$ cat config.mk
export PLATFORM = sky130hd
export DESIGN_NAME = signed_divider
export DESIGN_NICKNAME = d
export VERILOG_FILES = /design/src/rtl/div_pkg.sv /design/src/rtl/div_step.sv /design/src/rtl/signed_divider.sv
export SDC_FILE = /design/constraint.sdc
export NUM_CORES = 1
export LEC_CHECK = 0
export BUFFER_PORTS_ARGS = -buffer_cell sky130_fd_sc_hd__buf_2
export CORE_ASPECT_RATIO = 1.75
export CORE_MARGIN = 1.5
export CORE_UTILIZATION = 25
export CTS_CLUSTER_DIAMETER = 50
export CTS_CLUSTER_SIZE = 24
export DETAILED_ROUTE_END_ITERATION = 8
export PLACE_DENSITY = 0.52
export SLEW_MARGIN = 25
export SYNTH_ARGS = -nofsm -noshare
export SYNTH_HDL_FRONTEND = slang
export SYNTH_SLANG_ARGS = --single-unit
$ cat constraint.sdc
create_clock -name clk -period 2.2 [get_ports clk]
set_clock_uncertainty 0.1 [all_clocks]
set_input_delay 0.44 -clock clk [delete_from_list [all_inputs] [get_ports clk]]
set_output_delay 0.44 -clock clk [all_outputs]
set_load 0.02 [all_outputs]
$ cat src/rtl/div_pkg.sv
// Shared definitions for the signed divider: FSM state encoding.
package div_pkg;

    typedef logic [1:0] state_t;

    localparam state_t IDLE = 2'd0;
    localparam state_t CALC = 2'd1;
    localparam state_t FIX  = 2'd2;

endpackage

$ cat src/rtl/div_step.sv
// One restoring-division iteration: shift in the next dividend bit, trial-subtract the
// divisor magnitude, keep the difference if non-negative, otherwise restore.
module div_step #(
    parameter int unsigned WIDTH = 8
) (
    input  logic [WIDTH:0]   i_rem,
    input  logic             i_bit,
    input  logic [WIDTH-1:0] i_dvs,
    output logic [WIDTH:0]   o_rem,
    output logic             o_qbit
);

    logic [WIDTH+1:0] w_shift;
    logic [WIDTH+1:0] w_diff;

    // Shift/subtract/restore; the extra top bit of w_diff is the borrow.
    always_comb begin
        w_shift = {i_rem, i_bit};
        w_diff  = w_shift - {2'b00, i_dvs};
        o_qbit  = ~w_diff[WIDTH+1];
        o_rem   = o_qbit ? w_diff[WIDTH:0] : w_shift[WIDTH:0];
    end

endmodule

$ cat src/rtl/signed_divider.sv
// Multi-cycle signed restoring divider, truncating toward zero.
// Fixed latency: start edge to done = WIDTH+1 cycles; divide-by-zero flagged.
module signed_divider
    import div_pkg::*;
#(
    parameter int unsigned WIDTH = 8
) (
    input  logic             clk,
    input  logic             rst_n,
    input  logic             start,
    input  logic [WIDTH-1:0] dividend,
    input  logic [WIDTH-1:0] divisor,
    output logic             busy,
    output logic             done,
    output logic [WIDTH-1:0] quotient,
    output logic [WIDTH-1:0] remainder,
    output logic             div_by_zero
);

    localparam int unsigned        CNT_W    = $clog2(WIDTH + 1);
    localparam logic [CNT_W-1:0]   CNT_ONE  = CNT_W'(1);
    localparam logic [CNT_W-1:0]   CNT_LAST = CNT_W'(WIDTH - 1);

    state_t           r_state;
    state_t           w_next_state;
    logic [CNT_W-1:0] r_cnt;
    logic [WIDTH-1:0] r_dvd_mag;
    logic [WIDTH-1:0] r_dvs_mag;
    logic [WIDTH:0]   r_rem;
    logic [WIDTH-1:0] r_quo_mag;
    logic             r_q_neg;
    logic             r_r_neg;
    logic             r_dz;
    logic             r_done;
    logic [WIDTH-1:0] r_quotient;
    logic [WIDTH-1:0] r_remainder;
    logic             r_div_by_zero;

    logic [WIDTH-1:0] w_dvd_mag;
    logic [WIDTH-1:0] w_dvs_mag;
    logic [WIDTH:0]   w_step_rem;
    logic             w_step_qbit;
    logic [WIDTH-1:0] w_quo_fix;
    logic [WIDTH-1:0] w_rem_fix;

    // Operand magnitudes; -2^(WIDTH-1) maps to 2^(WIDTH-1) read as unsigned.
    always_comb begin
        w_dvd_mag = dividend[WIDTH-1] ? -dividend : dividend;
        w_dvs_mag = divisor[WIDTH-1]  ? -divisor  : divisor;
    end

    div_step #(
        .WIDTH (WIDTH)
    ) u_div_step (
        .i_rem  (r_rem),
        .i_bit  (r_dvd_mag[WIDTH-1]),
        .i_dvs  (r_dvs_mag),
        .o_rem  (w_step_rem),
        .o_qbit (w_step_qbit)
    );

    // Sign correction; a zero divisor leaves the remainder equal to the dividend.
    always_comb begin
        w_quo_fix = r_dz ? '1 : (r_q_neg ? -r_quo_mag : r_quo_mag);
        w_rem_fix = r_r_neg ? -r_rem[WIDTH-1:0] : r_rem[WIDTH-1:0];
    end

    // State register.
    always_ff @(posedge clk) begin
        if (!rst_n) begin
            r_state <= IDLE;
        end else begin
            r_state <= w_next_state;
        end
    end

    // Next-state logic.
    always_comb begin
        w_next_state = r_state;
        case (r_state)
            IDLE:    if (start) w_next_state = CALC;
            CALC:    if (r_cnt == CNT_LAST) w_next_state = FIX;
            FIX:     w_next_state = IDLE;
            default: w_next_state = IDLE;
        endcase
    end

    // Outputs.
    always_comb begin
        busy        = (r_state == CALC) || (r_state == FIX);
        done        = r_done;
        quotient    = r_quotient;
        remainder   = r_remainder;
        div_by_zero = r_div_by_zero;
    end

    // Datapath: operand capture, iteration, and result registration.
    always_ff @(posedge clk) begin
        if (!rst_n) begin
            r_cnt         <= '0;
            r_dvd_mag     <= '0;
            r_dvs_mag     <= '0;
            r_rem         <= '0;
            r_quo_mag     <= '0;
            r_q_neg       <= 1'b0;
            r_r_neg       <= 1'b0;
            r_dz          <= 1'b0;
            r_done        <= 1'b0;
            r_quotient    <= '0;
            r_remainder   <= '0;
            r_div_by_zero <= 1'b0;
        end else begin
            r_done <= 1'b0;
            case (r_state)
                IDLE: begin
                    if (start) begin
                        r_dvd_mag <= w_dvd_mag;
                        r_dvs_mag <= w_dvs_mag;
                        r_q_neg   <= dividend[WIDTH-1] ^ divisor[WIDTH-1];
                        r_r_neg   <= dividend[WIDTH-1];
                        r_dz      <= (divisor == '0);
                        r_cnt     <= '0;
                        r_rem     <= '0;
                        r_quo_mag <= '0;
                    end
                end
                CALC: begin
                    r_rem     <= w_step_rem;
                    r_quo_mag <= {r_quo_mag[WIDTH-2:0], w_step_qbit};
                    r_dvd_mag <= {r_dvd_mag[WIDTH-2:0], 1'b0};
                    r_cnt     <= r_cnt + CNT_ONE;
                end
                FIX: begin
                    r_quotient    <= w_quo_fix;
                    r_remainder   <= w_rem_fix;
                    r_div_by_zero <= r_dz;
                    r_done        <= 1'b1;
                end
                default: ;
            endcase
        end
    end

endmodule

**Word level (Yosys, flattened, before mapping)**

Cells that the tools add are included.

- Register bits after elaboration: 60
- Input bits: 19
- Output and inout bits: 19
- Word-level logic and storage cells: 51

- Add/subtract/negate cells: 6
- Equal/unequal tests: 5
- Mux-type cells: 18
- Bitwise gates (word level): 2
- Reduce and logical (&&, ||, !) cells: 7

Operators by type and width:

| operator | number |
|---|---|
| two-way mux 8 bit | 7 |
| negation 8 bit | 4 |
| case mux 8 bit (2 select lines) | 2 |
| two-way mux 9 bit | 2 |
| case mux 9 bit (2 select lines) | 1 |
| subtractor 10 x 8 -> 10 bit | 1 |
| logical NOT 8 bit | 1 |
| case mux 4 bit (2 select lines) | 1 |
| AND reduction 2 bit | 3 |
| adder 4 x 1 -> 4 bit (second input constant) | 1 |
| == test 4 x 3 -> 1 bit (second input constant) | 1 |
| two-way mux 2 bit | 2 |
| two-way mux 4 bit | 1 |
| inequality test 2 bit (second input constant) | 2 |
| case mux 2 bit (2 select lines) | 1 |
| == test 2 x 1 -> 1 bit (second input constant) | 1 |
| == test 2 bit (second input constant) | 1 |
| logical NOT 2 bit | 1 |
| nonzero test 2 bit | 1 |
| logical OR 1 bit | 1 |
| two-way mux 1 bit | 1 |
| NOT 1 bit | 1 |
| XOR 1 bit | 1 |

**Logic depth before layout (Yosys ltp)**

- Depth in word-level cells: 4
- Mapped depth: 10
- Gate-level depth less buffers: 10

**By module**

A second synthesis with hierarchy kept.

- Cell total of the unflattened synthesis: 402
- Area total of the unflattened synthesis: 3364.5 um2

Modules (own cells, without submodules):

| module | times used | cells an instance | area each (um2) |
|---|---|---|---|
| signed_divider | 1 | 330 | 2798.9 |
| div_step | 1 | 72 | 565.5 |

**Worst setup path before layout**

Ideal clock, no wire load.

- Path kind: flip-flop to flip-flop
- From: reg r_rem[0]
- To: reg r_rem[8]
- Arrival: 1979 ps
- Required time: 2038 ps
- Path slack: 58 ps
- Stages on the path, launching flop included: 8
- Path buffers: 0
- Period minus slack after synthesis: 2142 ps
- Cells stage by stage: dfxtp_1 ha_1 nor2b_1 o311a_1 a21oi_4 xor2_2 or4_1 nand3_1

- Word-level cells in the longest chain between the ends: 3

Ends and longest elaborated chain:

| item | RTL line | text |
|---|---|---|
| start, declared | signed_divider.sv:29 | `logic [WIDTH:0] r_rem;` |
| start signal, assigned | signed_divider.sv:128 | `r_rem <= w_step_rem;` |
| subtractor 10 x 8 -> 10 bit | div_step.sv:19 | `w_diff = w_shift - {2'b00, i_dvs};` |
| two-way mux 9 bit | div_step.sv:21 | `o_rem = o_qbit ? w_diff[WIDTH:0] : w_shift[WIDTH:0];` |
| case mux 9 bit (2 select lines) | signed_divider.sv:114 | `case (r_state)` |

Every way passes these cells.
A chain may end at the register's enable or synchronous reset.

**Worst setup path in the final report**

- From: reg r_dvd_mag[7]
- To: reg r_rem[8]

- Word-level cells in the longest chain between the ends: 3

Ends and longest elaborated chain:

| item | RTL line | text |
|---|---|---|
| start, declared | signed_divider.sv:27 | `logic [WIDTH-1:0] r_dvd_mag;` |
| start signal, assigned | signed_divider.sv:117 | `r_dvd_mag <= w_dvd_mag;` |
| start signal, assigned | signed_divider.sv:130 | `r_dvd_mag <= {r_dvd_mag[WIDTH-2:0], 1'b0};` |
| subtractor 10 x 8 -> 10 bit | div_step.sv:19 |  |
| two-way mux 9 bit | div_step.sv:21 |  |
| case mux 9 bit (2 select lines) | signed_divider.sv:114 |  |

Every way passes these cells.

==> impl_metrics.toml <==
[synthesis]
ys_ff_latch = 60
post-synth-top-area-cell = "dfxtp_1"
synth_ff_type = "dfxtp_1"
synth_area_per_cell_um2 = 8.04
synthDominantCellAreaShare = 0.353
ys_seq_area_frac = 0.353
yosysWarnings = 0
syn_area_um2 = 3400
synth_edf_count = 0
synth_cells = 423
syn_nets = 459
ys_types = 44
synth.area.top_cells = "dfxtp_1 35%, ha_1 5.9%, nor2_1 5.8%"
synthArstFlopShare = 0

[pwr]
p_leak_nw = 1.79
vdd_drop_max_uv = 282
p_total_mw = 3.27
powerDensity_nw_per_um2 = 754

[timing]
hold_viol = 0
fmax_mhz = 457
finalCritPeriodShare = 0.996
setup_viol = 0
timing.final.crit_period_ns = 2.19
rsz0062_at_grt = "true"
worstMarginPinSlew_ns = 0.532
slew_headroom = 0.643
finalSetupTns_ns = 0
slew_viol_final = 0
worst_slack_ns = 0.00966

[cts]
cts_max_level = 3
cts_buffers = 9
cts_tree = "built"
postCtsHoldBufs = 0
clock_latency_ns = 0.33
clockBufferDepth = 2
cts.sinks = 60
cts_root_buffer = "clkbuf_16"
clk_pin_slew_ns = 0.05

[setup_path]
worstPathMaxFanout = 2
worstSetupPathType = "reg -> reg"
arrival_ns = 2.36
end_kind = "flip-flop"
critPathLaunchType = "flip-flop"
critPathRequiredTime_ns = 2.37
reg2regPathDepth = 10
rrSetupSlack_ns = 0.01

[cells_and_area]
layout.nets = 518
drive_gt1_frac = 0.235
final_cell_mix = "56 x dfxtp_1, 52 x nor2_1, 43 x nand2_1, 37 x buf_2, 34 x buf_4"
area_growth_pct = 27.5
final_common_cell = "dfxtp_1"
diodes = 0

[placed_design]
pre_cts_ws_ns = -0.116
dp_hpwl_mm = 6.49
numPortBuffers = 37
globalplace.congestion = 0.802

[die]
die_x_um = 91.2
start_util = 0.255
die_h_um = 157
die_area_um2 = 14300
core-area_um2 = 13300
io_pins = 38
std_cell_rows = 56

[grt]
grt_max_degree = 34
grtUsageTotal = 0.129
grt_pass1_wl_mm = 14.6
first_global_vias = 3113
antenna_found_initial = 0
gr-total-overflow = 0

[drt]
avgViaCountPerCell = 4.75
via_count = 3133
drc = 0
wl_per_cell_um = 12.9
first_pass_iters = 5
wl_mm = 8.51
drtIter0Drc = 89
ant_nets = 0

[hold_path]
hold_path_depth = 3
holdCritPathClass = "in -> reg"

[status]
outcome = "complete, no violations"

[run]
maxCapViolCount = 0
==> cells by family after synthesis <==
group | share of synthesized area
simple gates | 0.168
compound gates | 0.228
flops | 0.353
buf+inv | 0.0581
xor+xnor | 0.0791
fa+ha+maj | 0.0648
mux | 0.0493
==> report_power, final <==
group	internal, mW	total (mW)	switching (mW)
clock	0.864	1.35	0.481
combinational	0.347	0.751	0.404
sequential	1.13	1.17	0.0374
==> worst max-delay path, cell delays in order, from the launching register on <==
cell and delay [ns]:
dfxtp_2 0.31, inv_2 0.07, ha_4 0.14, inv_2 0.04, fa_2 0.41, a211oi_4 0.27, nor2_2 0.06, a21oi_1 0.12
o21ai_1 0.09, or4_1 0.46, nand3_1 0.07
==> cells in the mapped netlist, drive strengths merged, types with 4 or more instances <==
master   n
inv     28
and2     4
a22oi    5
a32oi    5
nor2    53
o211ai   4
xnor2   18
clkbuf  22
ha      16
or3      6
nor3     7
o31ai    7
o21ai   29
nand2b   4
a211oi  18
xor2    11
mux2     6
dfxtp   60
nand3    8
nand2   43
a222oi   6
mux2i   10
a21oi   32
==> per-layer routing <==
metal,wire (um),GRT usage,vias up,share of wire
li1,-,-,1612,-
met1,3490,0.128,1451,0.41
met2,4550,0.247,55,0.53
met3,235,0.0217,15,0.028
met4,235,0.0737,0,0.028
met5,0,0,-,0
==> per-stage QoR <==
| stage | area [um2] | hold WS [ns] | util | std cells |
|---|---|---|---|---|
| finish | 4340 | 0.291 | 0.326 | 660 |
| global placement | 3970 | 0.339 | 0.298 | 644 |
| global route | 4340 | 0.307 | 0.326 | 660 |
| detailed placement | 3970 | 0.348 | 0.298 | 644 |
| CTS | 4310 | 0.290 | 0.323 | 660 |
| floorplan | 3400 | 0.327 | - | 423 |
==> worst paths after layout <==
path                start      endpoint
max reg2reg  r_dvd_mag[7]      r_rem[8]
min reg2reg  r_dvd_mag[4]  r_dvd_mag[4]
min            divisor[0]  r_dvs_mag[0]
max          r_dvd_mag[7]      r_rem[8]
==> final cells by class <==
type,instances,area [um2]
clock buffers,10,229
clock inverters,5,53.8
fillers,1435,8980
inverters,28,105
multi-input cells,311,2070
flip-flops and latches,60,1210
well taps,174,218
repair buffers,72,452
==> sequential cells by signal, summed over array words and instances, names as in the netlist <==
register	flops
div_by_zero	1
done	1
quotient	8
r_cnt	4
r_dvd_mag	8
r_dvs_mag	8
r_dz	1
r_q_neg	1
r_quo_mag	8
r_r_neg	1
r_rem	9
r_state	2
remainder	8
==> timing repair <==
action / CTS / global route
setup buffers: 1 / 0
endpoints found under the setup margin: 1 / 6
endpoints found under the hold margin: 0 / 0
pin swaps: 6 / 8
resized for setup: 12 / 11
(Power assumes the default switching activity.)
